### config.mk
export PLATFORM = sky130hd
export DESIGN_NAME = pipe_unmul
export DESIGN_NICKNAME = d
export VERILOG_FILES = /design/src/rtl/pipe_unmul.sv
export SDC_FILE = /design/constraint.sdc
export NUM_CORES = 1
export LEC_CHECK = 0
export BUFFER_PORTS_ARGS = -buffer_cell sky130_fd_sc_hd__buf_2
export CELL_PAD_IN_SITES_DETAIL_PLACEMENT = 1
export CELL_PAD_IN_SITES_GLOBAL_PLACEMENT = 1
export CORE_MARGIN = 2
export CORE_UTILIZATION = 47
export DETAILED_ROUTE_END_ITERATION = 12
export MAX_ROUTING_LAYER = met4
export PLACE_DENSITY = 0.84
export SLEW_MARGIN = 30
export SYNTH_ARGS = -nofsm -noshare
export SYNTH_HDL_FRONTEND = slang
export SYNTH_SLANG_ARGS = --single-unit
### constraint.sdc
create_clock -name clk -period 8.3 [get_ports clk]
set_input_delay 1.245 -clock clk [delete_from_list [all_inputs] [get_ports clk]]
set_output_delay 1.245 -clock clk [all_outputs]
set_load 0.01 [all_outputs]
### src/rtl/pipe_unmul.sv
// Restoring divider recovering X3 = F / D from a pipeline result F = X3 * D.
// Optional `PIPE_UNMUL_EXACT_CHECK_EN adds an inexact flag (R != 0 or D == 0).
module pipe_unmul #(
  parameter int N = 100
) (
  input  logic         clk,
  input  logic         rst_n,
  input  logic         in_valid,
  output logic         in_ready,
  input  logic [N-1:0] F,
  input  logic [N-1:0] D,
  output logic         out_valid,
  input  logic         out_ready,
  output logic [N-1:0] Q,
  output logic [N-1:0] R,
  output logic         div_zero
`ifdef PIPE_UNMUL_EXACT_CHECK_EN
  ,
  output logic         inexact
`endif
);

  localparam int CW = $clog2(N);

  typedef enum logic [1:0] {
    IDLE,
    RUN,
    DONE
  } state_e;

  state_e        state_q, state_d;
  logic [CW-1:0] cnt_q, cnt_d;
  logic [N:0]    rem_q, rem_d;
  logic [N-1:0]  dvd_q, dvd_d;
  logic [N-1:0]  dvs_q, dvs_d;
  logic [N-1:0]  q_q, q_d;
  logic [N-1:0]  r_q, r_d;
  logic          dz_q, dz_d;

  // rem < D always holds, so the top bit of sh is 0 and
  // trial[N+1] is a clean borrow flag.
  logic [N+1:0]  sh;
  logic [N+1:0]  trial;
  logic          neg;

  assign sh    = {rem_q, dvd_q[N-1]};
  assign trial = sh - {2'b0, dvs_q};
  assign neg   = trial[N+1];

  always_comb begin
    state_d = state_q;
    cnt_d   = cnt_q;
    rem_d   = rem_q;
    dvd_d   = dvd_q;
    dvs_d   = dvs_q;
    q_d     = q_q;
    r_d     = r_q;
    dz_d    = dz_q;
    unique case (state_q)
      IDLE: begin
        if (in_valid) begin
          dvd_d = F;
          dvs_d = D;
          rem_d = '0;
          cnt_d = '0;
          if (D == '0) begin
            state_d = DONE;
            q_d     = '1;
            r_d     = F;
            dz_d    = 1'b1;
          end else begin
            state_d = RUN;
          end
        end
      end
      RUN: begin
        rem_d = neg ? sh[N:0] : trial[N:0];
        dvd_d = {dvd_q[N-2:0], ~neg};
        cnt_d = cnt_q + CW'(1);
        if (cnt_q == CW'(N - 1)) begin
          state_d = DONE;
          q_d     = dvd_d;
          r_d     = rem_d[N-1:0];
          dz_d    = 1'b0;
        end
      end
      DONE: begin
        if (out_ready) state_d = IDLE;
      end
      default: state_d = IDLE;
    endcase
  end

  always_ff @(posedge clk or negedge rst_n) begin
    if (!rst_n) begin
      state_q <= IDLE;
      cnt_q   <= '0;
      rem_q   <= '0;
      dvd_q   <= '0;
      dvs_q   <= '0;
      q_q     <= '0;
      r_q     <= '0;
      dz_q    <= 1'b0;
    end else begin
      state_q <= state_d;
      cnt_q   <= cnt_d;
      rem_q   <= rem_d;
      dvd_q   <= dvd_d;
      dvs_q   <= dvs_d;
      q_q     <= q_d;
      r_q     <= r_d;
      dz_q    <= dz_d;
    end
  end

`ifdef PIPE_UNMUL_EXACT_CHECK_EN
  logic inx_q;

  always_ff @(posedge clk or negedge rst_n) begin
    if (!rst_n) begin
      inx_q <= 1'b0;
    end else if (state_q != DONE && state_d == DONE) begin
      inx_q <= dz_d | (|r_d);
    end
  end

  assign inexact = inx_q;
`endif

  assign in_ready  = (state_q == IDLE);
  assign out_valid = (state_q == DONE);
  assign Q         = q_q;
  assign R         = r_q;
  assign div_zero  = dz_q;

endmodule

==> results of run 1 <==
-- final cells by class --
cell class / instances / area (um^2)
clock inverter: 13 / 213
inverter: 123 / 462
antenna: 6 / 15.0
multi-input combinational: 2540 / 14400
tap: 782 / 978
timing repair buffer: 434 / 2370
fill: 7305 / 27200
sequential: 511 / 12800
clock buffer: 87 / 1670
-- how the worst max path moves through the flow --
| stage | startpoint | endpoint | slack (ns) | cells after the start |
|---|---|---|---|---|
| 6_report | rem_q[0]$_DFFE_PN0P_ | R[33]$_DFFE_PN0P_ | 3.28 | 13 |
| 5_1_grt | rem_q[0]$_DFFE_PN0P_ | R[34]$_DFFE_PN0P_ | 3.20 | 13 |
| 4_1_cts | rem_q[0]$_DFFE_PN0P_ | R[33]$_DFFE_PN0P_ | 3.37 | 13 |
| 3_5_place_dp | D[5] | R[59]$_DFFE_PN0P_ | 2.92 | 9 |
| 3_3_place_gp | D[5] | R[98]$_DFFE_PN0P_ | 3.03 | 10 |
| 2_1_floorplan | rem_q[93]$_DFFE_PN0P_ | R[71]$_DFFE_PN0P_ | 4.91 | 15 |
-- flip-flops by register name (all words and copies together) (netlist names) --
signal,count
rem_q,101
Q,100
R,100
dvd_q,100
dvs_q,100
cnt_q,7
state_q,2
div_zero,1
-- stage by stage --
| step | utilization, % | hold slack [ns] | setup WS, ns |
|---|---|---|---|
| finish | 54.8 | 0.454 | 3.28 |
| global route | 54.8 | 0.446 | 3.20 |
| CTS | 54.7 | 0.466 | 3.37 |
| detailed placement | 51.6 | 0.451 | 2.92 |
| global placement | 51.5 | 0.444 | 3.03 |
| floorplan | - | 0.460 | 4.91 |
-- metal layers --
metal | track usage (%) | wire length (um) | vias up
met2 | 50.8 | 48300 | 1082
met4 | 10.0 | 2930 | 0
met5 | - | 0 | -
met3 | 6.19 | 9090 | 148
li1 | - | - | 12500
met1 | 51.1 | 50400 | 14000
-- cell families after synthesis --
logic type	Yosys count	synth area share, %
multiplexers	71	2.50
buffers and inverters	341	4.74
AND/OR/NAND/NOR	1238	18.4
adder cells (fa/ha/maj)	102	4.50
flip-flops	511	44.8
XOR/XNOR	96	2.95
AO/OA/AOI/OAI	1033	22.0
-- synth_stat cells, types with 9 or more instances --
cell and count:
xor2_1 42, nor3_1 33, or3_1 25, nand4_1 52, ha_1 101, mux2i_1 69
o21ai_0 401, and3_1 14, a31oi_1 139, xnor2_1 54, o211ai_1 65, inv_1 123
dfrtp_1 511, a211oi_1 18, nand2_1 754, a32oi_1 10, nand3_1 27, nor2_1 239
a21oi_1 169, nand2b_1 9, nor4_1 38, clkbuf_1 197, o21a_1 79, o31ai_1 9
a21o_1 40, o21bai_1 20
-- worst max-delay path, stage by stage (launching register included) --
cell and delay [ns]:
dfrtp_1 0.44, ha_1 0.30, nor2b_1 0.18, o2111ai_1 0.14, and4b_1 0.27, a2111o_1 0.49
a2111oi_2 0.60, o211a_1 0.27, or4_4 0.16, and3_4 0.56, buf_4 0.37, mux2i_1 0.71
o211ai_1 0.19, o21a_1 0.16
==> flow_summary.json, run 1 <==
{
  "mostFrequentLayoutCells": "nand2_1, dfrtp_1, buf_2",
  "via_count": 27700,
  "synth_edf_count": 0,
  "maxCapViolCount": 0,
  "crit_type": "flop to flop",
  "status": "finished, final reports clean",
  "initialDrtViolationCount": 2654,
  "hold_path.class": "input port to asynchronous set/reset pin",
  "r2r-start": "rem_q[0]$_DFFE_PN0P_",
  "postSynthAreaPerCell_um2": 8.41,
  "netlist_area_mm2": 0.0285,
  "worst_slew_pin_slew_ns": 1.03,
  "clock_skew_ns": 0.0266,
  "grt_max_degree": 204,
  "die_y_um": 250,
  "clk_path_buf_depth": 3,
  "setup_tns_ns": 0,
  "final_layout_size_suffix_gt1_share_pct": 14.9,
  "ys_ff_latch": 511,
  "rsz0062_at_grt": "no",
  "synth_area_leaders": "dfrtp_1, nand2_1, o21ai_0",
  "syn_nets": 3698,
  "cts_made_buffers": 55,
  "final_antenna_net_count": 0,
  "postPlaceCellArea_mm2": 0.0310,
  "antenna_found_initial": 6,
  "slew_headroom_pct": 30.7,
  "ctsResizeCount": 0,
  "wire_per_inst_um": 24.6,
  "core_mm2": 0.0601,
  "path_clk_slew_ns": 0.06,
  "drt-pass1-iter-count": 5,
  "root_buffer": "clkbuf_16",
  "min_period_ns": 5.02,
  "area_growth_pct": 15.5,
  "cts_setup_buffers": 0,
  "start_kind": "flop",
  "ys_warn_count": 0,
  "drv_slew": 0,
  "synth_seq_area_share_pct": 44.8,
  "nNetsFinal": 3971,
  "cts_hold_buf": 0,
  "grt_pass1_vias": 27000,
  "grt_usage_pct": 35.3,
  "cts_tree": "yes",
  "worstPathRequired_ns": 8.81,
  "initial_core_util_pct": 47.4,
  "synth_top_cell_by_area": "dfrtp_1",
  "die_x_um": 250,
  "ys_types": 74,
  "layout.cell_area.non_filler_mm2": 0.0329,
  "pin_count": 407,
  "r2r_slack_ns": 3.28,
  "design.die.area_mm2": 0.0627,
  "clock.fmax_mhz": 199,
  "arrival_ns": 5.54,
  "row_count": 90,
  "synth_ff_type": "dfrtp_1",
  "async_reset_ff_share_pct": 100,
  "cts_sinks": 511,
  "final_common_cell": "nand2_1",
  "routed_via_density": 6.16,
  "wirelength_mm": 111,
  "dpl.hpwl_mm": 81.9,
  "drc": 0,
  "cts.htree.levels": 2,
  "setup_viol": 0,
  "final_hold_viol_count": 0,
  "post-synth-top-area-fraction_pct": 44.8,
  "reg2reg_depth": 13,
  "clock_latency_ns": 0.64,
  "fin_crit_sh_pct": 60.5,
  "final_cells": 4496,
  "r2r_end": "R[33]$_DFFE_PN0P_",
  "gp_congestion": 1.01,
  "dp.cells": 4389,
  "worst-path-max-fanout": 34,
  "grt-ovfl-total": 0,
  "crit_path_end_kind": "flop",
  "synth_cells": 3392,
  "grt_pass1_wl_mm": 166,
  "io_buffers": 406
}
Power of run 1 is not shown: default switching activity piles up to over one toggle a cycle in this logic, so the estimate is an artifact.
==> run 2, diff against run 1 <==
- CORE_UTILIZATION: 47 -> 39
- PLACE_DENSITY: 0.84 -> 0.74
- clock period: 8.3 -> 4.6 ns (I/O delays scaled with it)
==> run 2 against run 1 <==
  * Utilization down 8.3 points
  * The run now ends with negative hold slack left
  * Count of clock-buffer cells in the layout down 7
  * First-iteration DRC count down 3.2%
  * Design area increased by 2.5%
  * Via count fell by 0.60%
  * Sequential cell count is the same
  * Sequential share of layout area shrank 0.96 points
  * Non-clock buffer count is 52 higher
  * Critical path type unchanged
  * Setup slack got worse by 3.0 ns
  * Register-to-register slack lost 3.0 ns
==> flow_summary.json, run 2 (synthesis gave the netlist of run 1 again) <==
{
  "grt_pass1_wl_mm": 173,
  "setup_tns_ns": 0,
  "largest_reg_flops": 101,
  "path_cells": "ha_1 -> nor2b_1 -> o2111ai_1 -> and4b_1 -> a2111o_1 -> a2111oi_2 -> o211a_1 -> or4_4 -> and3_4 -> buf_12 -> buf_4 -> mux2i_1 -> o211ai_1 -> o21a_1",
  "worst-path-max-fanout": 30,
  "worst_slew_pin_slew_ns": 0.900,
  "status": "finished, violations left",
  "drt-pass1-iter-count": 5,
  "wirelength_mm": 116,
  "path_clk_slew_ns": 0.07,
  "routed_via_density": 5.82,
  "cts_hold_buf": 0,
  "cts_sinks": 511,
  "io_buffers": 406,
  "clock_latency_ns": 0.64,
  "mostFrequentLayoutCells": "nand2_1, dfrtp_1, buf_2",
  "grt_max_degree": 191,
  "row_count": 99,
  "final_cells": 4731,
  "final_common_cell": "nand2_1",
  "root_buffer": "clkbuf_16",
  "nNetsFinal": 4024,
  "cts_tree": "yes",
  "pin_count": 407,
  "arrival_ns": 4.88,
  "antenna_found_initial": 10,
  "ctsResizeCount": 0,
  "area_growth_pct": 18.4,
  "core_mm2": 0.0727,
  "dp.cells": 4619,
  "slew_headroom_pct": 39.8,
  "max_stage_delay_ns": 0.57,
  "crit_buf_inv": 2,
  "layout.cell_area.non_filler_mm2": 0.0338,
  "design.die.area_mm2": 0.0753,
  "critPathLaunch": "rem_q[0]$_DFFE_PN0P_",
  "rsz0062_at_grt": "no",
  "crit_type": "flop to flop",
  "grt-ovfl-total": 0,
  "final_hold_viol_count": 4,
  "crit_path_end_kind": "flop",
  "initialDrtViolationCount": 2570,
  "setup_viol": 0,
  "worstPathRequired_ns": 5.12,
  "final_antenna_net_count": 0,
  "initial_core_util_pct": 39.2,
  "final_layout_size_suffix_gt1_share_pct": 16.4,
  "grt_pass1_vias": 26900,
  "via_count": 27500,
  "gp_congestion": 0.971,
  "r2r-start": "rem_q[0]$_DFFE_PN0P_",
  "fillers": 8747,
  "die_y_um": 274,
  "clock_skew_ns": 0.0249,
  "wire_per_inst_um": 24.4,
  "clock.fmax_mhz": 229,
  "violations": "negative hold slack",
  "grt_usage_pct": 31.1,
  "whs_ns": -0.0109,
  "min_period_ns": 4.36,
  "maxCapViolCount": 0,
  "postPlaceCellArea_mm2": 0.0318,
  "slowest_stage": "a2111oi_2",
  "start_kind": "flop",
  "drc": 0,
  "dpl.hpwl_mm": 89.1,
  "cts_made_buffers": 56,
  "cts_setup_buffers": 0,
  "drv_slew": 0,
  "cts.htree.levels": 2,
  "hold_path.class": "input port to asynchronous set/reset pin",
  "top_register": "rem_q",
  "crit_family": "compound AO/OA/AOI/OAI gates",
  "die_x_um": 274,
  "fin_crit_sh_pct": 94.8,
  "clk_path_buf_depth": 3
}
[run 2: through the flow]
step,util [%],worst slack (ns)
final,46.4,0.241
after global routing,46.4,0.00465
after CTS,46.4,0.258
after detailed placement,43.7,0.307
after global placement,43.7,0.295
after floorplan,-,1.21
[run 2: path summary, 6_finish.rpt]
| check | slack, ns | to | cells after the start |
|---|---|---|---|
| max in group asynchronous | 3.40 | dvd_q[57]$_DFFE_PN0P_ | 2 |
| min | -0.01 | dvs_q[20]$_DFFE_PN0P_ | 1 |
| min reg2reg | 0.46 | Q[30]$_DFFE_PN0P_ | 2 |
| max | 0.24 | R[41]$_DFFE_PN0P_ | 14 |
| max reg2reg | 0.24 | R[41]$_DFFE_PN0P_ | 14 |
| min in group clk | 0.27 | state_q[1]$_DFFE_PN0P_ | 2 |
[run 2: final cells by class]
type | instances | area, um^2 | share of cell area (%)
multi-input cells | 2540 | 14400 | 42.8
clock buffers | 80 | 1660 | 4.92
flip-flops and latches | 511 | 12800 | 37.9
repair buffers | 486 | 2880 | 8.54
clock inverters | 22 | 312 | 0.922
diodes | 10 | 25.0 | 0.0741
well taps | 959 | 1200 | 3.55
inverters | 123 | 462 | 1.37
[run 2: layer usage]
metal | vias up | wire length, um | global-route usage (%)
met5 | - | 0 | -
met4 | 0 | 3480 | 10.0
met3 | 158 | 8100 | 4.27
met2 | 933 | 47500 | 41.9
met1 | 13900 | 56400 | 47.4
li1 | 12600 | - | -
Power of run 2 is left out for the same reason.
==> run 3, diff against run 2 <==
- CORE_MARGIN: 2 -> unset
==> run 3 against run 2 <==
  * The flow now finishes without violations
  * Fmax down 0.58%
  * Sequential cell count unchanged
  * Non-clock buffer count down 19
  * Count of clock-buffer cells in the layout up 3
  * Wire length down 0.15%
  * Sequential share of layout area up 0.35 points
  * Utilization about the same
  * Worst hold slack better by 0.061 ns
  * Register-to-register slack worse by 0.03 ns
==> flow_summary.json, run 3 (synthesis gave the netlist of run 1 again) <==
{
  "min_period_ns": 4.38,
  "r2r_end": "R[63]$_DFFE_PN0P_",
  "status": "finished, final reports clean",
  "area_growth_pct": 17.3,
  "final_layout_size_suffix_gt1_share_pct": 15.7,
  "cts_tree": "yes",
  "rsz0062_at_grt": "no",
  "final_antenna_net_count": 0,
  "grt_pass1_vias": 26600,
  "clock_latency_ns": 0.64,
  "drv_slew": 0,
  "cts_hold_buf": 0,
  "largest_reg_flops": 101,
  "ctsResizeCount": 0,
  "cts.htree.levels": 2,
  "antenna_found_initial": 14,
  "fin_crit_sh_pct": 95.3,
  "initial_core_util_pct": 39.6,
  "maxCapViolCount": 0,
  "wirelength_mm": 115,
  "dpl.hpwl_mm": 89.2,
  "final_common_cell": "nand2_1",
  "crit_buf_inv": 1,
  "cts_setup_buffers": 0,
  "clock.fmax_mhz": 228,
  "worstPathRequired_ns": 5.12,
  "path_depth": 13,
  "pin_count": 407,
  "die_y_um": 272,
  "wire_per_inst_um": 24.5,
  "die_x_um": 272,
  "crit_family": "compound AO/OA/AOI/OAI gates",
  "hold_path.class": "input port to asynchronous set/reset pin",
  "initialDrtViolationCount": 2713,
  "max_stage_delay_ns": 0.56,
  "worst-path-max-fanout": 26,
  "drt-pass1-iter-count": 7,
  "row_count": 98,
  "arrival_ns": 4.90,
  "worst_slew_pin_slew_ns": 0.924,
  "via_count": 27400,
  "setup_viol": 0,
  "grt_max_degree": 161,
  "grt_usage_pct": 31.2,
  "clock_skew_ns": 0.0264,
  "clk_path_buf_depth": 3,
  "gp_congestion": 1.01,
  "fin_ws_ns": 0.216,
  "grt-ovfl-total": 0,
  "mostFrequentLayoutCells": "nand2_1, dfrtp_1, buf_2",
  "core_mm2": 0.0720,
  "post-place-ws_ns": 0.304,
  "final_hold_viol_count": 0,
  "nNetsFinal": 4003,
  "grt_pass1_wl_mm": 170,
  "crit_type": "flop to flop",
  "r2r-start": "rem_q[0]$_DFFE_PN0P_",
  "critPathLaunch": "rem_q[0]$_DFFE_PN0P_",
  "cts_made_buffers": 54,
  "layout.cell_area.non_filler_mm2": 0.0335,
  "postPlaceCellArea_mm2": 0.0316,
  "r2r_slack_ns": 0.22,
  "routed_via_density": 5.84,
  "slew_headroom_pct": 38.4,
  "drc": 0,
  "reg2reg_depth": 13,
  "design.die.area_mm2": 0.0742,
  "top_register": "rem_q",
  "start_kind": "flop",
  "crit_path_end_kind": "flop",
  "path_clk_slew_ns": 0.07,
  "path_cells": "ha_1 -> nor2b_1 -> o2111ai_1 -> and4b_1 -> a2111o_1 -> a2111oi_2 -> o211a_1 -> or4_4 -> and3_4 -> buf_4 -> mux2i_1 -> o211ai_1 -> o21a_1",
  "io_buffers": 406,
  "slowest_stage": "a2111oi_2",
  "cts_sinks": 511,
  "root_buffer": "clkbuf_16",
  "setup_tns_ns": 0,
  "fillers": 8694
}
## run 3: how the worst max path moves through the flow
stage / slack [ns] / end
final: 0.22 / R[63]$_DFFE_PN0P_
after global placement: 0.42 / R[62]$_DFFE_PN0P_
after floorplan: 1.21 / R[71]$_DFFE_PN0P_
after CTS: 0.19 / R[54]$_DFFE_PN0P_
after global routing: 0.04 / R[63]$_DFFE_PN0P_
after detailed placement: 0.30 / R[63]$_DFFE_PN0P_
## run 3: layer usage
| layer | track usage, % | up-vias | wire length (um) |
|---|---|---|---|
| li1 | - | 12500 | - |
| met1 | 47.8 | 13800 | 56500 |
| met2 | 41.8 | 939 | 47300 |
| met3 | 4.50 | 149 | 8170 |
| met4 | 9.27 | 0 | 3350 |
| met5 | - | - | 0 |
## run 3: through the flow
step	std cells	hold WS [ns]	util, %
6_report	4702	0.0504	46.5
5_1_grt	4702	0.109	46.5
4_1_cts	4690	0.0878	46.4
3_5_place_dp	4590	0.453	43.9
3_3_place_gp	4590	0.446	43.9
2_1_floorplan	3392	0.394	-
## run 3: cell type report
class	count	area [um^2]	share of cell area (%)
tap	950	1190	3.55
timing repair buffer	467	2730	8.17
sequential	511	12800	38.2
clock inverter	17	233	0.695
clock buffer	83	1600	4.78
multi-input combinational	2540	14400	43.1
inverter	123	462	1.38
antenna	11	27.5	0.0823
Power of run 3 is left out for the same reason.
